File: config.mk
export PLATFORM = sky130hd
export DESIGN_NAME = fxp_sdiv_flat
export DESIGN_NICKNAME = d
export VERILOG_FILES = /design/src/rtl/fxp_sdiv_if.sv /design/src/rtl/fxp_sdiv.sv /design/src/flat_wrapper.sv
export SDC_FILE = /design/constraint.sdc
export NUM_CORES = 1
export LEC_CHECK = 0
export CORE_UTILIZATION = 50
export CTS_CLUSTER_SIZE = 24
export DETAILED_ROUTE_END_ITERATION = 16
export HOLD_SLACK_MARGIN = 0.1
export MAX_ROUTING_LAYER = met4
export PLACE_DENSITY = 0.71
export SYNTH_ARGS = -nofsm -noshare
export SYNTH_HDL_FRONTEND = slang
export SYNTH_SLANG_ARGS = --single-unit
File: constraint.sdc
create_clock -name clk -period 5.3 [get_ports clk]
set_input_delay 1.06 -clock clk [delete_from_list [all_inputs] [get_ports clk]]
set_output_delay 1.06 -clock clk [all_outputs]
set_load 0.01 [all_outputs]
File: src/rtl/fxp_sdiv_if.sv
// Operand/result handshake bundle for the fixed-point signed divider.
// Both sides use valid/ready: a transfer happens on a cycle where valid && ready.
interface fxp_sdiv_if #(
    parameter int BIT_WIDTH = 24
);
    logic                 in_valid;
    logic                 in_ready;
    logic [BIT_WIDTH-1:0] a;
    logic [BIT_WIDTH-1:0] b;
    logic                 out_valid;
    logic                 out_ready;
    logic [BIT_WIDTH-1:0] out;
    logic                 div_by_zero;
    logic                 overflow;

    modport master (
        output in_valid, a, b, out_ready,
        input  in_ready, out_valid, out, div_by_zero, overflow
    );

    modport slave (
        input  in_valid, a, b, out_ready,
        output in_ready, out_valid, out, div_by_zero, overflow
    );
endinterface

File: src/rtl/fxp_sdiv.sv
// Signed Q(QINT.QFRAC) divider: out = (a << QFRAC) / b, truncated toward zero,
// one restoring-division quotient bit per cycle with saturation on overflow.
module fxp_sdiv #(
    parameter int QINT  = 8,
    parameter int QFRAC = 16
) (
    input  logic        clk,
    input  logic        rst,
    fxp_sdiv_if.slave   bus,
    output logic [1:0]  o_dbg_state
);
    localparam int BIT_WIDTH = QINT + QFRAC;
    localparam int NITER     = BIT_WIDTH + QFRAC;
    localparam int CW        = $clog2(NITER + 1);

    localparam logic [BIT_WIDTH-1:0] MAX_OUT = {1'b0, {(BIT_WIDTH-1){1'b1}}};
    localparam logic [BIT_WIDTH-1:0] MIN_OUT = {1'b1, {(BIT_WIDTH-1){1'b0}}};
    localparam logic [NITER-1:0] POS_LIMIT = {{(NITER-BIT_WIDTH+1){1'b0}}, {(BIT_WIDTH-1){1'b1}}};
    localparam logic [NITER-1:0] NEG_LIMIT = {{(NITER-BIT_WIDTH){1'b0}}, 1'b1, {(BIT_WIDTH-1){1'b0}}};

    typedef enum logic [1:0] {
        S_IDLE = 2'd0,
        S_BUSY = 2'd1,
        S_DONE = 2'd2
    } state_t;

    state_t               r_state;
    logic [NITER-1:0]     r_num;
    logic [BIT_WIDTH-1:0] r_den;
    logic [BIT_WIDTH:0]   r_rem;
    logic [NITER-1:0]     r_quo;
    logic                 r_neg;
    logic [CW-1:0]        r_cnt;
    logic                 r_out_valid;
    logic [BIT_WIDTH-1:0] r_out;
    logic                 r_dbz;
    logic                 r_ovf;

    // Unsigned magnitudes; the most negative operand maps to 2^(BIT_WIDTH-1).
    logic [BIT_WIDTH-1:0] w_a_mag;
    logic [BIT_WIDTH-1:0] w_b_mag;
    assign w_a_mag = bus.a[BIT_WIDTH-1] ? (~bus.a + {{(BIT_WIDTH-1){1'b0}}, 1'b1}) : bus.a;
    assign w_b_mag = bus.b[BIT_WIDTH-1] ? (~bus.b + {{(BIT_WIDTH-1){1'b0}}, 1'b1}) : bus.b;

    logic [BIT_WIDTH:0]   w_rem_shift;
    logic                 w_ge;
    logic [BIT_WIDTH:0]   w_rem_next;
    logic [NITER-1:0]     w_quo_next;
    assign w_rem_shift = {r_rem[BIT_WIDTH-1:0], r_num[NITER-1]};
    assign w_ge        = (w_rem_shift >= {1'b0, r_den});
    assign w_rem_next  = w_ge ? (w_rem_shift - {1'b0, r_den}) : w_rem_shift;
    assign w_quo_next  = {r_quo[NITER-2:0], w_ge};

    // Signed result from the final quotient; evaluated on the last iteration.
    logic [BIT_WIDTH-1:0] w_sat_out;
    logic                 w_sat_ovf;
    always_comb begin
        w_sat_out = '0;
        w_sat_ovf = 1'b0;
        if (!r_neg) begin
            if (w_quo_next <= POS_LIMIT) begin
                w_sat_out = w_quo_next[BIT_WIDTH-1:0];
            end else begin
                w_sat_out = MAX_OUT;
                w_sat_ovf = 1'b1;
            end
        end else begin
            if (w_quo_next <= NEG_LIMIT) begin
                w_sat_out = ~w_quo_next[BIT_WIDTH-1:0] + {{(BIT_WIDTH-1){1'b0}}, 1'b1};
            end else begin
                w_sat_out = MIN_OUT;
                w_sat_ovf = 1'b1;
            end
        end
    end

    always_ff @(posedge clk) begin
        if (rst) begin
            r_state     <= S_IDLE;
            r_num       <= '0;
            r_den       <= '0;
            r_rem       <= '0;
            r_quo       <= '0;
            r_neg       <= 1'b0;
            r_cnt       <= '0;
            r_out_valid <= 1'b0;
            r_out       <= '0;
            r_dbz       <= 1'b0;
            r_ovf       <= 1'b0;
        end else begin
            case (r_state)
                S_IDLE: begin
                    if (bus.in_valid) begin
                        if (w_b_mag == '0) begin
                            r_state     <= S_DONE;
                            r_out_valid <= 1'b1;
                            r_dbz       <= 1'b1;
                            r_ovf       <= 1'b0;
                            r_out       <= bus.a[BIT_WIDTH-1] ? MIN_OUT : MAX_OUT;
                        end else begin
                            r_state <= S_BUSY;
                            r_num   <= {w_a_mag, {QFRAC{1'b0}}};
                            r_den   <= w_b_mag;
                            r_rem   <= '0;
                            r_quo   <= '0;
                            r_neg   <= bus.a[BIT_WIDTH-1] ^ bus.b[BIT_WIDTH-1];
                            r_cnt   <= '0;
                        end
                    end
                end
                S_BUSY: begin
                    r_num <= {r_num[NITER-2:0], 1'b0};
                    r_rem <= w_rem_next;
                    r_quo <= w_quo_next;
                    r_cnt <= r_cnt + {{(CW-1){1'b0}}, 1'b1};
                    if (r_cnt == CW'(NITER - 1)) begin
                        r_state     <= S_DONE;
                        r_out_valid <= 1'b1;
                        r_out       <= w_sat_out;
                        r_ovf       <= w_sat_ovf;
                        r_dbz       <= 1'b0;
                    end
                end
                S_DONE: begin
                    if (bus.out_ready) begin
                        r_state     <= S_IDLE;
                        r_out_valid <= 1'b0;
                    end
                end
                default: r_state <= S_IDLE;
            endcase
        end
    end

    assign bus.in_ready    = (r_state == S_IDLE);
    assign bus.out_valid   = r_out_valid;
    assign bus.out         = r_out;
    assign bus.div_by_zero = r_dbz;
    assign bus.overflow    = r_ovf;
    assign o_dbg_state     = r_state;
endmodule

File: src/flat_wrapper.sv
// flat-port wrapper written by rule: the top's interface ports become plain ports
module fxp_sdiv_flat 
#(
    parameter int QINT  = 8,
    parameter int QFRAC = 16
)
  (clk, rst, o_dbg_state, bus_in_valid, bus_a, bus_b, bus_out_ready, bus_in_ready, bus_out_valid, bus_out, bus_div_by_zero, bus_overflow);
  fxp_sdiv_if #(.BIT_WIDTH((24))) bus_i ();
  input  logic clk;
  input  logic rst;
  output logic [1:0] o_dbg_state;
  input wire logic [$bits(bus_i.in_valid)-1:0] bus_in_valid;
  input wire logic [$bits(bus_i.a)-1:0] bus_a;
  input wire logic [$bits(bus_i.b)-1:0] bus_b;
  input wire logic [$bits(bus_i.out_ready)-1:0] bus_out_ready;
  output wire logic [$bits(bus_i.in_ready)-1:0] bus_in_ready;
  output wire logic [$bits(bus_i.out_valid)-1:0] bus_out_valid;
  output wire logic [$bits(bus_i.out)-1:0] bus_out;
  output wire logic [$bits(bus_i.div_by_zero)-1:0] bus_div_by_zero;
  output wire logic [$bits(bus_i.overflow)-1:0] bus_overflow;
  assign bus_i.in_valid = bus_in_valid;
  assign bus_i.a = bus_a;
  assign bus_i.b = bus_b;
  assign bus_i.out_ready = bus_out_ready;
  assign bus_in_ready = bus_i.in_ready;
  assign bus_out_valid = bus_i.out_valid;
  assign bus_out = bus_i.out;
  assign bus_div_by_zero = bus_i.div_by_zero;
  assign bus_overflow = bus_i.overflow;
  fxp_sdiv #(.QINT(QINT), .QFRAC(QFRAC)) u_core (.clk(clk), .rst(rst), .bus(bus_i), .o_dbg_state(o_dbg_state));
endmodule
## After elaboration in Yosys (flattened, before gate mapping)

Cells that the tools add are included.

- Reduce and logical (&&, ||, !) cells: 9
- Equal/unequal tests: 8
- Order comparisons: 3
- Bitwise operators: 5
- $add $sub $neg: 5
- Multiplexer cells: 42

Operators by type and width:

| kind | count |
|---|---|
| $mux W24 | 12 |
| $pmux W24 S2 | 2 |
| $mux W40 | 2 |
| $pmux W40 S2 | 1 |
| $mux W39 | 2 |
| $pmux W39 S2 | 1 |
| $add A24 B1 Y24 const B | 3 |
| $not A24 Y24 | 3 |
| $le A40 B23 Y1 const B | 1 |
| $le A40 B24 Y1 const B | 1 |
| $ge A25 B24 Y1 | 1 |
| $logic_not A24 Y1 | 1 |
| $sub A24 B24 Y24 | 1 |
| $mux W6 | 2 |
| $pmux W6 S2 | 1 |
| $mux W1 | 11 |
| $reduce_and A3 Y1 | 3 |
| $mux W2 | 4 |
| $add A6 B1 Y6 const B | 1 |
| $eq A6 B6 Y1 const B | 1 |
| $ne A2 B2 Y1 const B | 3 |
| $pmux W2 S3 | 1 |
| $reduce_and A5 Y1 | 1 |
| $ne A2 B1 Y1 const B | 2 |
| 10 further kinds | 11 |

- Word-level logic and storage cells: 83
- Output and inout port bits: 30
- Flip-flop bits (word level): 163

## Longest topological paths before layout

- Word-level depth: 7
- Mapped depth: 20
- Depth with buffers taken out: 17

## Worst setup path after synthesis

OpenSTA, ideal clock, no wires.

- Path kind: register to register
- From: reg u_core.r_den[4]
- To: reg u_core.r_out[2], in the netlist u_core.bus.out[2]
- Path buffers: 3
- Library setup time: 70 ps
- Setup slack: 628 ps
- Data arrival time: 4601 ps
- Clock period less this slack: 4672 ps
- Stages on the path, launching flop included: 21
- Path through: dfxtp_1 -> inv_1 -> ha_1 -> a211oi_1 -> o21bai_1 -> o211ai_1 -> a211oi_1 -> or3_1 -> clkbuf_1 -> clkinv_1 -> clkbuf_1 -> ha_1 -> nor3b_1 -> nand4b_1 -> o31a_1 -> or2_2 -> clkbuf_1 -> o21ai_0 -> a21oi_1 -> or4_1 -> a21oi_1

- Longest elaborated chain between the ends: 7
- Elaborated cells between the ends (all ways): 10
- Those cells by class: 1 x add/sub; 3 x order compare; 5 x mux; 1 x bitwise

RTL lines:

| element | RTL line | source |
|---|---|---|
| start: declaration | fxp_sdiv.sv:29 | `logic [BIT_WIDTH-1:0] r_den;` |
| start signal: assignment | fxp_sdiv.sv:103 | `r_den <= w_b_mag;` |
| $ge A25 B24 Y1 (*) | fxp_sdiv.sv:50 | `assign w_ge = (w_rem_shift >= {1'b0, r_den});` |
| $not A24 Y24 | fxp_sdiv.sv:69 | `w_sat_out = ~w_quo_next[BIT_WIDTH-1:0] + {{(BIT_WIDTH-1){1'b0}}, 1'b1};` |
| $add A24 B1 Y24 | fxp_sdiv.sv:69 |  |
| $mux W24 | fxp_sdiv.sv:68 | `if (w_quo_next <= NEG_LIMIT) begin` |
| $mux W24 (*) | fxp_sdiv.sv:60 | `if (!r_neg) begin` |
| $mux W24 (*) | fxp_sdiv.sv:116 | `if (r_cnt == CW'(NITER - 1)) begin` |
| $pmux W24 S2 (*) | fxp_sdiv.sv:91 | `case (r_state)` |
| end signal: assignment | fxp_sdiv.sv:99 | `r_out <= bus.a[BIT_WIDTH-1] ? MIN_OUT : MAX_OUT;` |
| end signal: assignment | fxp_sdiv.sv:119 | `r_out <= w_sat_out;` |
| end: declaration | fxp_sdiv.sv:35 | `logic [BIT_WIDTH-1:0] r_out;` |

Mark *: on every way between the ends. The rest lies on a longest branch, timed or not. The select of a mux whose other input is x is not followed.
A chain may end at the register's enable or synchronous reset.

## Worst setup path in the final report

- From: reg u_core.r_den[4]
- To: reg u_core.r_out[14], in the netlist u_core.bus.out[14]

Same word-level chain as after synthesis.

==> results.ini <==
[synth]
async_flop_share=0
synth-edff-count=0
synth_nets=1370
ys_seq_area_frac=0.309
syn_area_per_cell_um2=7.39
synthesis.area_mm2=0.00953
synthCells=1289
ys.flop_type=dfxtp_1
yosys.cell_types.count=69
synth_seq_cells=147
yosysWarnings=0

[placement]
place.gp.congestion=0.973
dpl.hpwl_um=19100
portBuffers=81
dpl-instance-area_mm2=0.0105

[setup_path]
r2r_slack_ns=0.69
worst-endpoint-arrival_ns=4.98
cp-end-kind=register
cp_slowest_cell=o311ai_0
slowest_delay_ns=0.71
crit_chain=inv_1 -> ha_1 -> a211oi_1 -> o21bai_1 -> o211ai_1 -> a211oi_1 -> or3_1 -> clkinv_1 -> ha_1 -> nor3b_1 -> nand4b_1 -> o31a_1 -> or3_1 -> o311ai_0 -> a32o_1
cp_max_fo=13
start_kind=register
required_ns=5.67
path_class=register to register

[floorplan]
die_w_um=140
die_h_um=140
rows=50
initial_core_util=0.509
pin_count=82
core_area_mm2=0.0187
die_area_mm2=0.0196

[sta]
worst_pin_slew_ns=1.22
period_share=0.870
fmax_ghz=0.217
relSlewSlack=0.178
setup_viol=0
rsz0062_at_grt=no
period_needed_ns=4.61
hold_violations=0
skew_ns=0.0142
final-max-slew-violation-count=0
finalSetupTns_ns=0

[final_layout]
fin_area_mm2=0.0111
syn2layout_area_growth_pct=16.2
antenna_cells=0
layout-drive-gt1-share=0.0611
mostFrequentLayoutCell=dfxtp_1
final_cell_mix=147 x dfxtp_1, 141 x a21oi_1, 127 x nand2_1, 111 x nand3_1, 99 x nor2_1
nNetsFinal=1394

[drt]
viasPerCell=6.33
wirelength_um=27500
drt-initial-drc-count=799
wire_per_inst_um=17.6
ant_nets=0
route.detailed.drc=0
drt-pass1-iter-count=5
num_vias=9872

[grt]
track_usage=0.291
grt_max_degree=70
grt_pass1_vias=8874
gr-total-overflow=0
antenna_found_initial=0
grt_pass1_wl_um=45000

[clock_tree]
insertion_delay_ns=0.44
cts_sinks=147
cts_tree=yes
htreeDepth=4
clkTransAtPathRegs_ns=0.06
cts_setup_buffers=0
numCtsBuffers=17
clock_path_buffers=2
cts-root-buf=clkbuf_16
hold_buffers=0
cts_resized=0

[power]
leakage_nw=4.02
peakVddDrop_v=0.000198
power_density_mw_per_mm2=309

[min_path]
hold_path.class=register to register

[flow_run]
drv_cap=0

[outcome]
status=finished clean

==> sequential cells by signal, indices dropped and copies added (netlist names) <==
name                    flops
u_core.r_neg                1
u_core.bus.overflow         1
u_core.r_quo               39
u_core.bus.out             24
u_core.bus.div_by_zero      1
u_core.r_rem               24
u_core.r_den               24
u_core.o_dbg_state          2
u_core.r_num               24
u_core.r_cnt                6
u_core.bus.out_valid        1
==> layer usage <==
layer | global-route usage | vias to the layer above | part of all wire
met3 | 0.0438 | 55 | 0.064
met1 | 0.393 | 4642 | 0.47
met4 | 0.102 | 0 | 0.022
met5 | - | - | 0
met2 | 0.440 | 377 | 0.45
li1 | - | 4798 | -
==> area by class of cell <==
cell class,count,area [um^2]
clock buffer,17,425
clock inverter,15,171
fill,1741,7640
inverter,42,158
multi-input combinational,996,6040
sequential,147,2940
tap,234,293
timing repair buffer,109,1040
==> cells by family (layout without fill, tap and decap cells) <==
kind of cell               after synthesis  in the layout  synth area share
muxes                                    8              8           0.00906
AOI/OAI and AO/OA                      387            387             0.262
DFF                                    147            147             0.309
xor gates and xnor gates                60             60            0.0551
and+or+nand+nor                        512            512             0.265
buffers and inverters                  146            183            0.0614
adders and majority gates               29             29            0.0389
==> where the power goes <==
part | switching [mW] | internal (mW) | leakage [nW]
clock network | 0.525 | 0.709 | 0.286
logic | 0.606 | 0.371 | 2.54
registers | 0.0460 | 1.17 | 1.20
total | 1.18 | 2.25 | 4.02
==> cell usage after synthesis (all sizes together) (6+ instances only) <==
cell type / count / area, um^2
nor4: 24 / 150
or4: 11 / 86.3
a21o: 11 / 82.6
o311ai: 13 / 114
nor3: 41 / 205
nand2: 127 / 477
o211ai: 19 / 143
xor2: 45 / 394
buf: 25 / 131
o31ai: 22 / 165
ha: 28 / 350
a311oi: 7 / 67.6
nand4: 24 / 150
nand2b: 15 / 93.8
nor3b: 6 / 45.0
a211oi: 31 / 233
nor2: 100 / 378
and3: 6 / 37.5
a32o: 12 / 120
nor2b: 9 / 56.3
inv: 41 / 154
a31oi: 12 / 75.1
o21ai: 66 / 330
clkbuf: 79 / 297
dfxtp: 147 / 2940
or3: 16 / 100
xnor2: 15 / 131
a21oi: 141 / 706
nand3: 111 / 556
==> worst max-delay path: cells and delay by family, from the launching register on <==
kind            cells  cell delay (ns)
buf+inv             2             0.11
compound gates      7             2.17
flops               1             0.32
simple gates        4             1.39
fa+ha+maj           2             0.54
==> worst paths after layout <==
| kind | startpoint | end | depth (start not counted) |
|---|---|---|---|
| worst max-delay path | u_core.r_den[4]$_SDFFE_PP0P_ | u_core.bus.out[14]$_SDFFE_PP0P_ | 15 |
| worst min-delay path | u_core.bus.out[14]$_SDFFE_PP0P_ | u_core.bus.out[14]$_SDFFE_PP0P_ | 1 |
| worst max register to register | u_core.r_den[4]$_SDFFE_PP0P_ | u_core.bus.out[14]$_SDFFE_PP0P_ | 15 |
| worst min register to register | u_core.bus.out[14]$_SDFFE_PP0P_ | u_core.bus.out[14]$_SDFFE_PP0P_ | 1 |
==> through the flow <==
step / instances / total power [mW] / worst slack [ns] / hold slack, ns / utilization
floorplan: 1289 / 1.90 / 0.628 / 0.444 / -
global placement: 1528 / 2.19 / 0.559 / 0.449 / 0.560
CTS: 1560 / 3.42 / 0.839 / 0.467 / 0.592
detailed placement: 1528 / 2.20 / 0.472 / 0.453 / 0.560
global route: 1560 / 3.60 / 0.497 / 0.480 / 0.592
finish: 1560 / 3.42 / 0.690 / 0.465 / 0.592
No activity file was read; power rests on OpenSTA's default activity.
